**src/rtl/rtc_pkg.sv**
```systemverilog
// Shared definitions for the HH:MM:SS wall-clock controller.
//  - rtc_state_e : controller mode codes (also exported on state_dbg)
//  - SEG_TABLE   : 7-segment patterns for BCD 0..9, segments a..g on bits 6..0
//  - BCD_*       : two-digit BCD limits used by the carry chain
//  - bcd_step    : two-digit BCD +1 without any wrap handling
package rtc_pkg;

  typedef enum logic [1:0] {
    ST_RUN     = 2'd0,
    ST_SET_MIN = 2'd1,
    ST_SET_HR  = 2'd2
  } rtc_state_e;

  // Index 0 is the rightmost entry, so the list reads 9 down to 0.
  localparam logic [9:0][6:0] SEG_TABLE = {
    7'h7B, 7'h7F, 7'h70, 7'h5F, 7'h5B,
    7'h33, 7'h79, 7'h6D, 7'h30, 7'h7E
  };
  localparam logic [6:0] SEG_BLANK = 7'h00;

  localparam logic [7:0] BCD_59 = 8'h59;
  localparam logic [7:0] BCD_23 = 8'h23;
  localparam logic [7:0] BCD_12 = 8'h12;
  localparam logic [7:0] BCD_11 = 8'h11;

  function automatic logic [7:0] bcd_step(input logic [7:0] v);
    if (v[3:0] == 4'd9) begin
      return {v[7:4] + 4'd1, 4'd0};
    end
    return {v[7:4], v[3:0] + 4'd1};
  endfunction

endpackage

```
**src/rtl/rtc_hhmmss_ctrl_if.sv**
```systemverilog
// Board-side bundle of the wall-clock controller.
//  adv_btn, inc_btn          : raw button levels (asynchronous to clock)
//  hr_*, mn_*, sc_*          : registered BCD time digits
//  pm                        : PM flag (12h build only)
//  state_dbg                 : current controller mode code
//  seg_hr_*, seg_mn_*, colon : display drive, a..g on bits 6..0, active-high
// There is no valid/ready handshake on this bundle: buttons are plain levels
// sampled every clock and every output is a continuously valid level.
// master = controller side, slave = board/button side.
interface rtc_hhmmss_ctrl_if;
  logic       adv_btn;
  logic       inc_btn;
  logic [3:0] hr_t;
  logic [3:0] hr_u;
  logic [3:0] mn_t;
  logic [3:0] mn_u;
  logic [3:0] sc_t;
  logic [3:0] sc_u;
  logic       pm;
  logic [1:0] state_dbg;
  logic [6:0] seg_hr_t;
  logic [6:0] seg_hr_u;
  logic [6:0] seg_mn_t;
  logic [6:0] seg_mn_u;
  logic       colon;

  modport master (
    input  adv_btn, inc_btn,
    output hr_t, hr_u, mn_t, mn_u, sc_t, sc_u, pm, state_dbg,
    output seg_hr_t, seg_hr_u, seg_mn_t, seg_mn_u, colon
  );

  modport slave (
    output adv_btn, inc_btn,
    input  hr_t, hr_u, mn_t, mn_u, sc_t, sc_u, pm, state_dbg,
    input  seg_hr_t, seg_hr_u, seg_mn_t, seg_mn_u, colon
  );
endinterface

```
**src/rtl/seg7_bcd.sv**
```systemverilog
// BCD digit to 7-segment decoder.
//  bcd : 4-bit digit in
//  seg : segments a..g on bits 6..0, active-high; codes A..F show blank
module seg7_bcd
  import rtc_pkg::*;
(
  input  logic [3:0] bcd,
  output logic [6:0] seg
);

  always_comb begin
    seg = SEG_BLANK;
    if (bcd <= 4'd9) begin
      seg = SEG_TABLE[bcd];
    end
  end

endmodule

```
**src/rtl/rtc_hhmmss_ctrl.sv**
```systemverilog
// Wall-clock controller: BCD HH:MM:SS from a divided system clock, button
// driven minute/hour setting, 4-digit 7-segment drive with blinking colon.
//  clock : system clock, all state on the rising edge
//  reset : synchronous, active-low
//  bus   : rtc_hhmmss_ctrl_if.master (buttons in, time/pm/state/segments out)
// Parameters:
//  TICK_DIV : system clocks per second (>=2, even)
//  MODE_12H : 0 = hours 00..23, 1 = hours 12,01..11 with pm flag
//  BLINK_EN : 1 = field under adjustment blanks in 2nd half of each second
module rtc_hhmmss_ctrl
  import rtc_pkg::*;
#(
  parameter int TICK_DIV = 50_000_000,
  parameter int MODE_12H = 0,
  parameter int BLINK_EN = 1
) (
  input logic               clock,
  input logic               reset,
  rtc_hhmmss_ctrl_if.master bus
);

  localparam int             PW       = $clog2(TICK_DIV);
  localparam logic [PW-1:0]  PRE_LAST = PW'(TICK_DIV - 1);
  localparam logic [PW-1:0]  PRE_HALF = PW'(TICK_DIV / 2);
  localparam logic [PW-1:0]  PRE_ONE  = PW'(1);
  localparam logic           IS_12H   = (MODE_12H != 0);
  localparam logic           BLINK    = (BLINK_EN != 0);

  // Button synchronisers: meta -> sync_q is the 2-FF synchroniser, sync_qq
  // is the edge-detect history. A rising input is acted on at the third edge.
  logic adv_meta, adv_sync_q, adv_sync_qq;
  logic inc_meta, inc_sync_q, inc_sync_qq;
  logic adv_pulse, inc_pulse;

  rtc_state_e    state;
  logic [PW-1:0] pre;
  logic [7:0]    hr_q, mn_q, sc_q;
  logic          pm_q;

  assign adv_pulse = adv_sync_q & ~adv_sync_qq;
  assign inc_pulse = inc_sync_q & ~inc_sync_qq;

  // Carry chain stages: each stage computes its +1 value and its carry-out.
  logic          pre_wrap;
  logic [PW-1:0] pre_next;
  logic [7:0]    sc_inc, mn_inc, hr_inc;
  logic          sc_carry, mn_carry, hr_pm_flip;

  always_comb begin
    pre_wrap = (pre == PRE_LAST);
    pre_next = pre_wrap ? '0 : pre + PRE_ONE;

    sc_carry = (sc_q == BCD_59);
    sc_inc   = sc_carry ? 8'h00 : bcd_step(sc_q);

    mn_carry = (mn_q == BCD_59);
    mn_inc   = mn_carry ? 8'h00 : bcd_step(mn_q);

    // In 12h mode the pm flag flips on 11 -> 12, not on 12 -> 01.
    hr_inc     = bcd_step(hr_q);
    hr_pm_flip = 1'b0;
    if (IS_12H) begin
      if (hr_q == BCD_12) begin
        hr_inc = 8'h01;
      end else if (hr_q == BCD_11) begin
        hr_inc     = BCD_12;
        hr_pm_flip = 1'b1;
      end
    end else if (hr_q == BCD_23) begin
      hr_inc = 8'h00;
    end
  end

  always_ff @(posedge clock) begin
    if (!reset) begin
      adv_meta    <= 1'b0;
      adv_sync_q  <= 1'b0;
      adv_sync_qq <= 1'b0;
      inc_meta    <= 1'b0;
      inc_sync_q  <= 1'b0;
      inc_sync_qq <= 1'b0;
      state       <= ST_RUN;
      pre         <= '0;
      hr_q        <= IS_12H ? BCD_12 : 8'h00;
      mn_q        <= 8'h00;
      sc_q        <= 8'h00;
      pm_q        <= 1'b0;
    end else begin
      adv_meta    <= bus.adv_btn;
      adv_sync_q  <= adv_meta;
      adv_sync_qq <= adv_sync_q;
      inc_meta    <= bus.inc_btn;
      inc_sync_q  <= inc_meta;
      inc_sync_qq <= inc_sync_q;

      // The prescaler keeps running in the set modes as the blink timebase.
      pre <= pre_next;

      // adv is tested first in every mode, so a coincident inc is dropped.
      case (state)
        ST_SET_MIN: begin
          if (adv_pulse) begin
            state <= ST_SET_HR;
          end else if (inc_pulse) begin
            mn_q <= mn_inc;
          end
        end

        ST_SET_HR: begin
          if (adv_pulse) begin
            state <= ST_RUN;
            pre   <= '0;  // first second after setting is a full one
          end else if (inc_pulse) begin
            hr_q <= hr_inc;
            if (hr_pm_flip) pm_q <= ~pm_q;
          end
        end

        // RUN, and the unused code 3 which behaves exactly like RUN.
        default: begin
          if (adv_pulse) begin
            state <= ST_SET_MIN;
            sc_q  <= 8'h00;
          end else if (pre_wrap) begin
            sc_q <= sc_inc;
            if (sc_carry) begin
              mn_q <= mn_inc;
              if (mn_carry) begin
                hr_q <= hr_inc;
                if (hr_pm_flip) pm_q <= ~pm_q;
              end
            end
          end
        end
      endcase
    end
  end

  assign bus.hr_t      = hr_q[7:4];
  assign bus.hr_u      = hr_q[3:0];
  assign bus.mn_t      = mn_q[7:4];
  assign bus.mn_u      = mn_q[3:0];
  assign bus.sc_t      = sc_q[7:4];
  assign bus.sc_u      = sc_q[3:0];
  assign bus.pm        = pm_q;
  assign bus.state_dbg = state;

  // Display drive, combinational from registered state.
  logic       half, in_set_min, in_set_hr, blank_mn, blank_hr;
  logic [6:0] raw_hr_t, raw_hr_u, raw_mn_t, raw_mn_u;

  assign half       = (pre >= PRE_HALF);
  assign in_set_min = (state == ST_SET_MIN);
  assign in_set_hr  = (state == ST_SET_HR);
  assign blank_mn   = BLINK & half & in_set_min;
  assign blank_hr   = BLINK & half & in_set_hr;

  seg7_bcd u_seg_hr_t (.bcd(hr_q[7:4]), .seg(raw_hr_t));
  seg7_bcd u_seg_hr_u (.bcd(hr_q[3:0]), .seg(raw_hr_u));
  seg7_bcd u_seg_mn_t (.bcd(mn_q[7:4]), .seg(raw_mn_t));
  seg7_bcd u_seg_mn_u (.bcd(mn_q[3:0]), .seg(raw_mn_u));

  assign bus.seg_hr_t = blank_hr ? SEG_BLANK : raw_hr_t;
  assign bus.seg_hr_u = blank_hr ? SEG_BLANK : raw_hr_u;
  assign bus.seg_mn_t = blank_mn ? SEG_BLANK : raw_mn_t;
  assign bus.seg_mn_u = blank_mn ? SEG_BLANK : raw_mn_u;
  assign bus.colon    = (in_set_min | in_set_hr) ? 1'b1 : ~half;

endmodule

```
**src/flat_wrapper.sv**
```systemverilog
// flat-port wrapper written by rule: the top's interface ports become plain ports
module rtc_hhmmss_ctrl_flat import rtc_pkg::*;
#(
  parameter int TICK_DIV = 50_000_000,
  parameter int MODE_12H = 0,
  parameter int BLINK_EN = 1
)
  (clock, reset, bus_adv_btn, bus_inc_btn, bus_hr_t, bus_hr_u, bus_mn_t, bus_mn_u, bus_sc_t, bus_sc_u, bus_pm, bus_state_dbg, bus_seg_hr_t, bus_seg_hr_u, bus_seg_mn_t, bus_seg_mn_u, bus_colon);
  rtc_hhmmss_ctrl_if bus_i ();
  input logic clock;
  input logic reset;
  input wire logic [$bits(bus_i.adv_btn)-1:0] bus_adv_btn;
  input wire logic [$bits(bus_i.inc_btn)-1:0] bus_inc_btn;
  output wire logic [$bits(bus_i.hr_t)-1:0] bus_hr_t;
  output wire logic [$bits(bus_i.hr_u)-1:0] bus_hr_u;
  output wire logic [$bits(bus_i.mn_t)-1:0] bus_mn_t;
  output wire logic [$bits(bus_i.mn_u)-1:0] bus_mn_u;
  output wire logic [$bits(bus_i.sc_t)-1:0] bus_sc_t;
  output wire logic [$bits(bus_i.sc_u)-1:0] bus_sc_u;
  output wire logic [$bits(bus_i.pm)-1:0] bus_pm;
  output wire logic [$bits(bus_i.state_dbg)-1:0] bus_state_dbg;
  output wire logic [$bits(bus_i.seg_hr_t)-1:0] bus_seg_hr_t;
  output wire logic [$bits(bus_i.seg_hr_u)-1:0] bus_seg_hr_u;
  output wire logic [$bits(bus_i.seg_mn_t)-1:0] bus_seg_mn_t;
  output wire logic [$bits(bus_i.seg_mn_u)-1:0] bus_seg_mn_u;
  output wire logic [$bits(bus_i.colon)-1:0] bus_colon;
  assign bus_i.adv_btn = bus_adv_btn;
  assign bus_i.inc_btn = bus_inc_btn;
  assign bus_hr_t = bus_i.hr_t;
  assign bus_hr_u = bus_i.hr_u;
  assign bus_mn_t = bus_i.mn_t;
  assign bus_mn_u = bus_i.mn_u;
  assign bus_sc_t = bus_i.sc_t;
  assign bus_sc_u = bus_i.sc_u;
  assign bus_pm = bus_i.pm;
  assign bus_state_dbg = bus_i.state_dbg;
  assign bus_seg_hr_t = bus_i.seg_hr_t;
  assign bus_seg_hr_u = bus_i.seg_hr_u;
  assign bus_seg_mn_t = bus_i.seg_mn_t;
  assign bus_seg_mn_u = bus_i.seg_mn_u;
  assign bus_colon = bus_i.colon;
  rtc_hhmmss_ctrl #(.TICK_DIV(TICK_DIV), .MODE_12H(MODE_12H), .BLINK_EN(BLINK_EN)) u_core (.clock(clock), .reset(reset), .bus(bus_i));
endmodule
```
**config.mk**
```make
export PLATFORM = sky130hd
export DESIGN_NAME = rtc_hhmmss_ctrl_flat
export DESIGN_NICKNAME = d
export VERILOG_FILES = /design/src/rtl/rtc_pkg.sv /design/src/rtl/rtc_hhmmss_ctrl_if.sv /design/src/rtl/seg7_bcd.sv /design/src/rtl/rtc_hhmmss_ctrl.sv /design/src/flat_wrapper.sv
export SDC_FILE = /design/constraint.sdc
export NUM_CORES = 1
export LEC_CHECK = 0
export CAP_MARGIN = 10
export CORE_MARGIN = 5
export CORE_UTILIZATION = 41
export CTS_CLUSTER_DIAMETER = 80
export CTS_CLUSTER_SIZE = 8
export DETAILED_ROUTE_END_ITERATION = 10
export SYNTH_ARGS = -nofsm -noshare
export SYNTH_HDL_FRONTEND = slang
export SYNTH_SLANG_ARGS = --single-unit
```
**constraint.sdc**
```tcl
create_clock -name clock -period 3.8 [get_ports clock]
set_input_delay 0.76 -clock clock [delete_from_list [all_inputs] [get_ports clock]]
set_output_delay 0.76 -clock clock [all_outputs]
set_load 0.02 [all_outputs]
```
==> metrics.md <==
| Metric | Value |
|---|---|
| Status | `completed` |
| CTS Root Cell | `clkbuf_16` |
| # nets final | `approximately 650` |
| Maxcap violations | `0` |
| Die Y | `116 um` |
| Synthesized net count | `between 500 and 600` |
| Critical Path AT | `2.88 ns` |
| Max-slew violations | `0` |
| Initial Util | `between 40 and 50%` |
| Core area | `between 10000 and 15000 um2` |
| Min-Delay Endpoint | `u_core.adv_sync_q$_SDFF_PN0_` |
| Final instance area | `around 5700 um2` |
| Seq cells post-synth | `86` |
| Port Buffers | `58` |
| Total GRT Usage | `around 16%` |
| Layout cells sized above 1 | `under 10%` |
| Power Dens Cells | `about 350 nW/um2` |
| Via density per instance | `roughly 5` |
| Crit path time final | `about 3.6 ns` |
| Final count of hold timing violations | `0` |
| Number of synthesized flops with an enable pin | `0` |
| Fraction of registers with async set/reset | `0%` |
| Crit Path Class | `reg2out` |
| Fillers | `about 1000` |
| Worst-Margin Slew | `0.806 ns` |
| Setup violators final | `0` |
| Maximum number of pins on one net before global-route repair | `27` |
| Achievable frequency | `0.274 GHz` |
| Drt pass-1 iters | `4` |
| Endpoint class of the critical path | `output port` |
| Peak fanout along the critical path | `14` |
| Synth area leader | `dfxtp_1` |
| Total length of routed wires | `9.90 mm` |
| Clk_skew | `around 0.012 ns` |
| RSZ-0062 raised after global routing | `false` |
| Share of the synthesized area in the top cell type | `37.3%` |
| Congestion Overflow GR | `0` |
| CTS tree | `yes` |
| VDD IR max | `between 0.2 and 0.25 mV` |
| Setup crit start kind | `flop` |
| Final setup margin | `around 0.16 ns` |
| R2r setup slk | `between 0.4 and 0.5 ns` |
| Drc violations | `0` |
| Hold slack | `approximately 0.44 ns` |
| RePlAce Congestion | `between 0.7 and 0.8` |
| Initial antenna violation count | `0` |
| Synthesized instance count | `549` |
| CTS Buffer Depth | `2` |
| DR iter-0 viols | `~160` |
| WL/cell | `about 13 um` |
| Sink Count | `86` |
| Synthesis warning total | `0` |
| Die X | `~120 um` |
| Synth Flop Type | `dfxtp_1` |
| ANT nets after route | `0` |
| Post-synthesis cell type count | `71` |
| CTS buffer count | `9` |
| Clock slew at reported path FFs | `~0.070 ns` |
| Most frequent cells after synthesis | `dfxtp_1 (86), nor2_1 (83), nand2_1 (62)` |
| Hold path cells | `1` |
| First-pass GRT wire length | `between 15 and 20 mm` |
| Post-synthesis sequential area ratio | `37.3%` |
| Area of the multi-input gates | `~2700 um2` |
| Reg area | `between 1500 and 2000 um2` |
| Reg2reg path depth | `10` |
| FP Rows | `38` |
| Hold path start | `u_core.adv_meta$_SDFF_PN0_` |
| Area of the mapped netlist | `4620 um2` |
| Dpl cell area | `approximately 5300 um2` |
| Post-DP HPWL | `between 7 and 8 mm` |
| Syn Area/Cell | `roughly 8.4 um2` |
| Area contributors post-synth | `dfxtp_1 (37%), ha_1 (9.5%), nor2_1 (6.7%), nand2_1 (5.0%), xor2_1 (2.8%)` |
| Post-CTS Hold Fix Bufs | `0` |
| Vias in the first global route | `3640` |
| Via count | `about 3800` |
| Tightest Hold Check Type | `reg2reg` |
| Setup Total Neg Slack | `0 ns` |
| Relative slew slack | `between 40% and 50%` |
| H-tree depth | `3` |
| Synth-to-Final Area Change | `23.6%` |
| Clk_lat worst skew | `between 0.3 and 0.4 ns` |
| Cell leakage power | `around 0.0024 uW` |
| Antenna Cells | `0` |
| Ports | `60` |
| Critical R2R Launch | `u_core.pre[9]$_SDFF_PN0_` |
| Most numerous cell in the Yosys netlist | `dfxtp_1` |
| CP Data Required Time | `about 3.0 ns` |
| Post-place setup slack | `between 0.15 and 0.2 ns` |
| Die Area | `13500 um2` |
| Final cycle utilization of the critical path | `between 90% and 100%` |
==> how the worst max path moves through the flow <==
| stage | start | end | slack (ns) |
|---|---|---|---|
| floorplan | u_core.pre[9]$_SDFF_PN0_ | bus_seg_hr_t[0] | 0.88 |
| global placement | u_core.pre[9]$_SDFF_PN0_ | bus_seg_hr_u[1] | 0.23 |
| detailed placement | u_core.pre[9]$_SDFF_PN0_ | bus_seg_mn_u[3] | 0.19 |
| CTS | u_core.pre[9]$_SDFF_PN0_ | bus_seg_mn_u[3] | 0.02 |
| global route | u_core.pre[9]$_SDFF_PN0_ | bus_seg_mn_t[2] | 0.01 |
| finish | u_core.pre[9]$_SDFF_PN0_ | bus_seg_hr_t[5] | 0.16 |
==> logic make-up after synthesis <==
logic type	after synthesis	synth area share (%)
multiplexers	16	3.68
XOR/XNOR	29	5.50
flip-flops	86	37.3
AO/OA/AOI/OAI	81	12.6
buffers and inverters	50	4.31
adder cells (fa/ha/maj)	35	9.48
AND/OR/NAND/NOR	251	27.1
other	1	0.0812
==> report_power, final <==
| part | internal (uW) | total (uW) | switching (uW) |
|---|---|---|---|
| Clock | 598 | 966 | 368 |
| Combinational | 34.4 | 83.4 | 49.0 |
| Sequential | 913 | 922 | 9.40 |
==> cell usage in the layout, fill, tap and decap left out, drive strengths merged, types with 3 or more instances in the layout <==
cell type | Yosys | routed
nor4 | 4 | 4
and3b | 3 | 3
a211o | 6 | 6
a22oi | 3 | 3
or3 | 4 | 4
a21oi | 12 | 12
a21o | 5 | 5
nor2b | 6 | 6
and2 | 13 | 13
nand2b | 10 | 10
and3 | 6 | 6
clkbuf | 15 | 10
mux2 | 8 | 8
clkdlybuf4s50 | 0 | 56
nand4 | 11 | 11
dfxtp | 86 | 86
o211ai | 3 | 3
a211oi | 5 | 5
buf | 4 | 7
xnor2 | 14 | 14
inv | 30 | 32
nand3b | 4 | 4
mux2i | 8 | 8
nand2 | 62 | 62
o21ai | 24 | 24
and4 | 5 | 5
nor2 | 84 | 84
or2 | 7 | 7
o21a | 4 | 4
xor2 | 15 | 15
nor3 | 4 | 4
nand3 | 19 | 19
ha | 35 | 35
==> metrics by stage <==
step                      util [%]  power [uW]  std cells
after global routing          52.2        2040        751
after floorplan                  -         997        549
after CTS                     52.0        1990        751
final                         52.2        1970        751
after global placement        48.9        1020        735
after detailed placement      48.9        1030        735
==> worst max-delay path, stage by stage (launching register included) <==
cell             delay [ns]
dfxtp_1                0.33
or4_4                  0.56
o21a_1                 0.18
o21ai_0                0.14
a21oi_1                0.11
o21ai_2                0.29
a21oi_4                0.17
nor2_1                 0.14
clkdlybuf4s50_1        0.62
==> final cells by class <==
| class | count | area share, % |
|---|---|---|
| multi-input combinational | 413 | 47.8 |
| sequential | 86 | 30.2 |
| timing repair buffer | 65 | 11.2 |
| clock buffer | 10 | 4.19 |
| tap | 140 | 3.07 |
| inverter | 31 | 2.04 |
| clock inverter | 6 | 1.62 |
==> routing by layer <==
metal,global-route usage (%),share of wire (%),vias up
li1,-,-,1977
met1,19.4,46,1799
met2,26.0,48,58
met3,3.63,4.2,9
met4,5.88,1.5,0
met5,0,0,-
==> what timing repair did <==
| item | in CTS | in global routing |
|---|---|---|
| resized for setup | 3 | 5 |
| setup endpoints to repair | 28 | 28 |
| buffers inserted | 0 | 0 |
| pin swaps | 0 | 0 |
No activity file was read; power rests on OpenSTA's default activity.
==> RTL edit (same flow settings) <==
`BLINK_EN` is set to 1 in 2 places; all go to 0. Comments in the files are not updated.
--- a/src/rtl/rtc_hhmmss_ctrl.sv
+++ b/src/rtl/rtc_hhmmss_ctrl.sv
@@ -12,7 +12,7 @@
 #(
   parameter int TICK_DIV = 50_000_000,
   parameter int MODE_12H = 0,
-  parameter int BLINK_EN = 1
+  parameter int BLINK_EN = 0
 ) (
   input logic               clock,
   input logic               reset,
--- a/src/flat_wrapper.sv
+++ b/src/flat_wrapper.sv
@@ -3,7 +3,7 @@
 #(
   parameter int TICK_DIV = 50_000_000,
   parameter int MODE_12H = 0,
-  parameter int BLINK_EN = 1
+  parameter int BLINK_EN = 0
 )
   (clock, reset, bus_adv_btn, bus_inc_btn, bus_hr_t, bus_hr_u, bus_mn_t, bus_mn_u, bus_sc_t, bus_sc_u, bus_pm, bus_state_dbg, bus_seg_hr_t, bus_seg_hr_u, bus_seg_mn_t, bus_seg_mn_u, bus_colon);
   rtc_hhmmss_ctrl_if bus_i ();
Behaviour: same outputs for any inputs over 10 cycles, from zero or initial values and one cycle with reset low; that may be too few to reach the edited logic, so the function may still have changed.
==> RTL edit against the original RTL <==
- final area down 5.2%
- clock power down 40%
- wire length down 7.9%
- critical path depth unchanged
- clock skew down 0.0022 ns
- critical path type unchanged
- power down 20%
- area after synthesis down 2.6%
- largest power group is now sequential cells
- setup slack better by 0.16 ns
- sequential cell count unchanged
- first-iteration DRC count down 25%
- combinational power about the same
==> RTL edit: results <==
group,metric,value,unit
drt,first_iter_violations,118,
power,seqPwrFrac,0.582,
logic_synthesis,yosys-top-cells-area,"dfxtp_1, ha_1, and2_1",
global_routing,use_met1,0.189,
drt,wire_per_inst,12.9,microns
critical_path,r2r_cells,13,
drt,drcViolationCount,0,
critical_path,critical-path-slowest-cell,"clkdlybuf4s50_1",
drt,top_layer_used,"met4",
power,switching_share,0.240,
power,ir_worst_vdd,0.151,mV
hold_path,worstHoldStart,"u_core.inc_meta",
critical_path,cpLargestDelayFamily,"simple AND/OR/NAND/NOR gates",
critical_path,rr_startpoint,"u_core.pre[9]",
drt,wl_met2,4270,microns
hold_path,holdPathEnd,"u_core.inc_sync_q",
clock_tree,clockBufferDepth,2,
placement,dpl-instance-area,5240,sq um
timing,slew_headroom,0.418,
clock_tree,postCtsSetupBuffers,0,
logic_synthesis,syn-num-nets,541,
critical_path,crit_fanout,4,
die,die_w,115,microns
finish,nets,600,
global_routing,first_global_vias,3317,
placement,pre_cts_ws,0.393,ns
global_routing,met3_usage,0.0263,
clock_tree,cts_root_buf,"clkbuf_8",
logic_synthesis,synth_cell_types,67,
critical_path,arrival,2.73,ns
drt,wl_met1,4410,microns
power,clock_power_share,0.366,
timing,skew,0.00932,ns
clock_tree,cts_buffers,9,
hold_path,whs_path_depth,1,
global_routing,use_met2,0.236,
global_routing,grtUsageTotal,0.143,
global_routing,grt_pass1_wl,15500,microns
clock_tree,cts_resized,0,
logic_synthesis,synthTopCellsByCount,"dfxtp_1, nor2_1, and2_1",
finish,n_antenna_cell,0,
placement,routabilityCongestion,0.814,
power,p_leak,2.09,nW
global_routing,grt_max_degree,37,
placement,dp_hpwl,6760,microns
finish,fillers,1051,
logic_synthesis,ys_seq_area_frac,0.383,
critical_path,r2r_slack,0.35,ns
finish,final_layout_size_suffix_gt1_frac,0.0795,
drt,viasPerCell,5.04,
drt,dr_wl_met3,374,microns
status,status,"completed",
clock_tree,path_clk_slew,0.09,ns
critical_path,crit_path_max_incr_delay,0.66,ns
-- RTL edit: cell count changes after synthesis, sizes merged, moves of 7 or more --
cell    before  now
nand2       62   22
nor2        84   53
and2        13   41
nand2b      10    3
-- RTL edit: layout make-up --
type | count | area (sq um) | area share
inverter | 30 | 113 | 0.0208
multi-input combinational | 369 | 2600 | 0.479
sequential | 86 | 1720 | 0.318
clock inverter | 5 | 35.0 | 0.00647
tap | 140 | 175 | 0.0323
clock buffer | 11 | 141 | 0.0261
timing repair buffer | 65 | 633 | 0.117
-- RTL edit: cells by family (layout without fill, tap and decap cells) --
kind of cell	after synthesis	count (layout)	synth area share
AND/OR/NAND/NOR	210	210	0.260
buffers and inverters	47	111	0.0403
multiplexers	13	13	0.0348
AO/OA/AOI/OAI	76	76	0.118
XOR/XNOR	34	34	0.0662
other	1	1	0.000833
adder cells (fa/ha/maj)	35	35	0.0973
flip-flops	86	86	0.383
-- RTL edit: worst max-delay path by stage --
stage	start	end	slack, ns	depth (start not counted)
final	u_core.pre[9]	bus_colon	0.31	8
after global routing	u_core.pre[0]	flop	0.02	14
after CTS	u_core.pre[9]	bus_colon	0.29	8
after detailed placement	u_core.pre[0]	flop	0.39	14
after global placement	u_core.pre[11]	flop	0.49	13
after floorplan	u_core.pre[9]	flop	0.71	9
-- RTL edit: through the flow --
| stage | std cells | hold slack, ns | total power, mW |
|---|---|---|---|
| final | 706 | 0.453 | 1.58 |
| after global routing | 706 | 0.457 | 1.66 |
| after CTS | 706 | 0.451 | 1.61 |
| after detailed placement | 690 | 0.425 | 1.03 |
| after global placement | 690 | 0.415 | 1.02 |
| after floorplan | 502 | 0.412 | 0.997 |
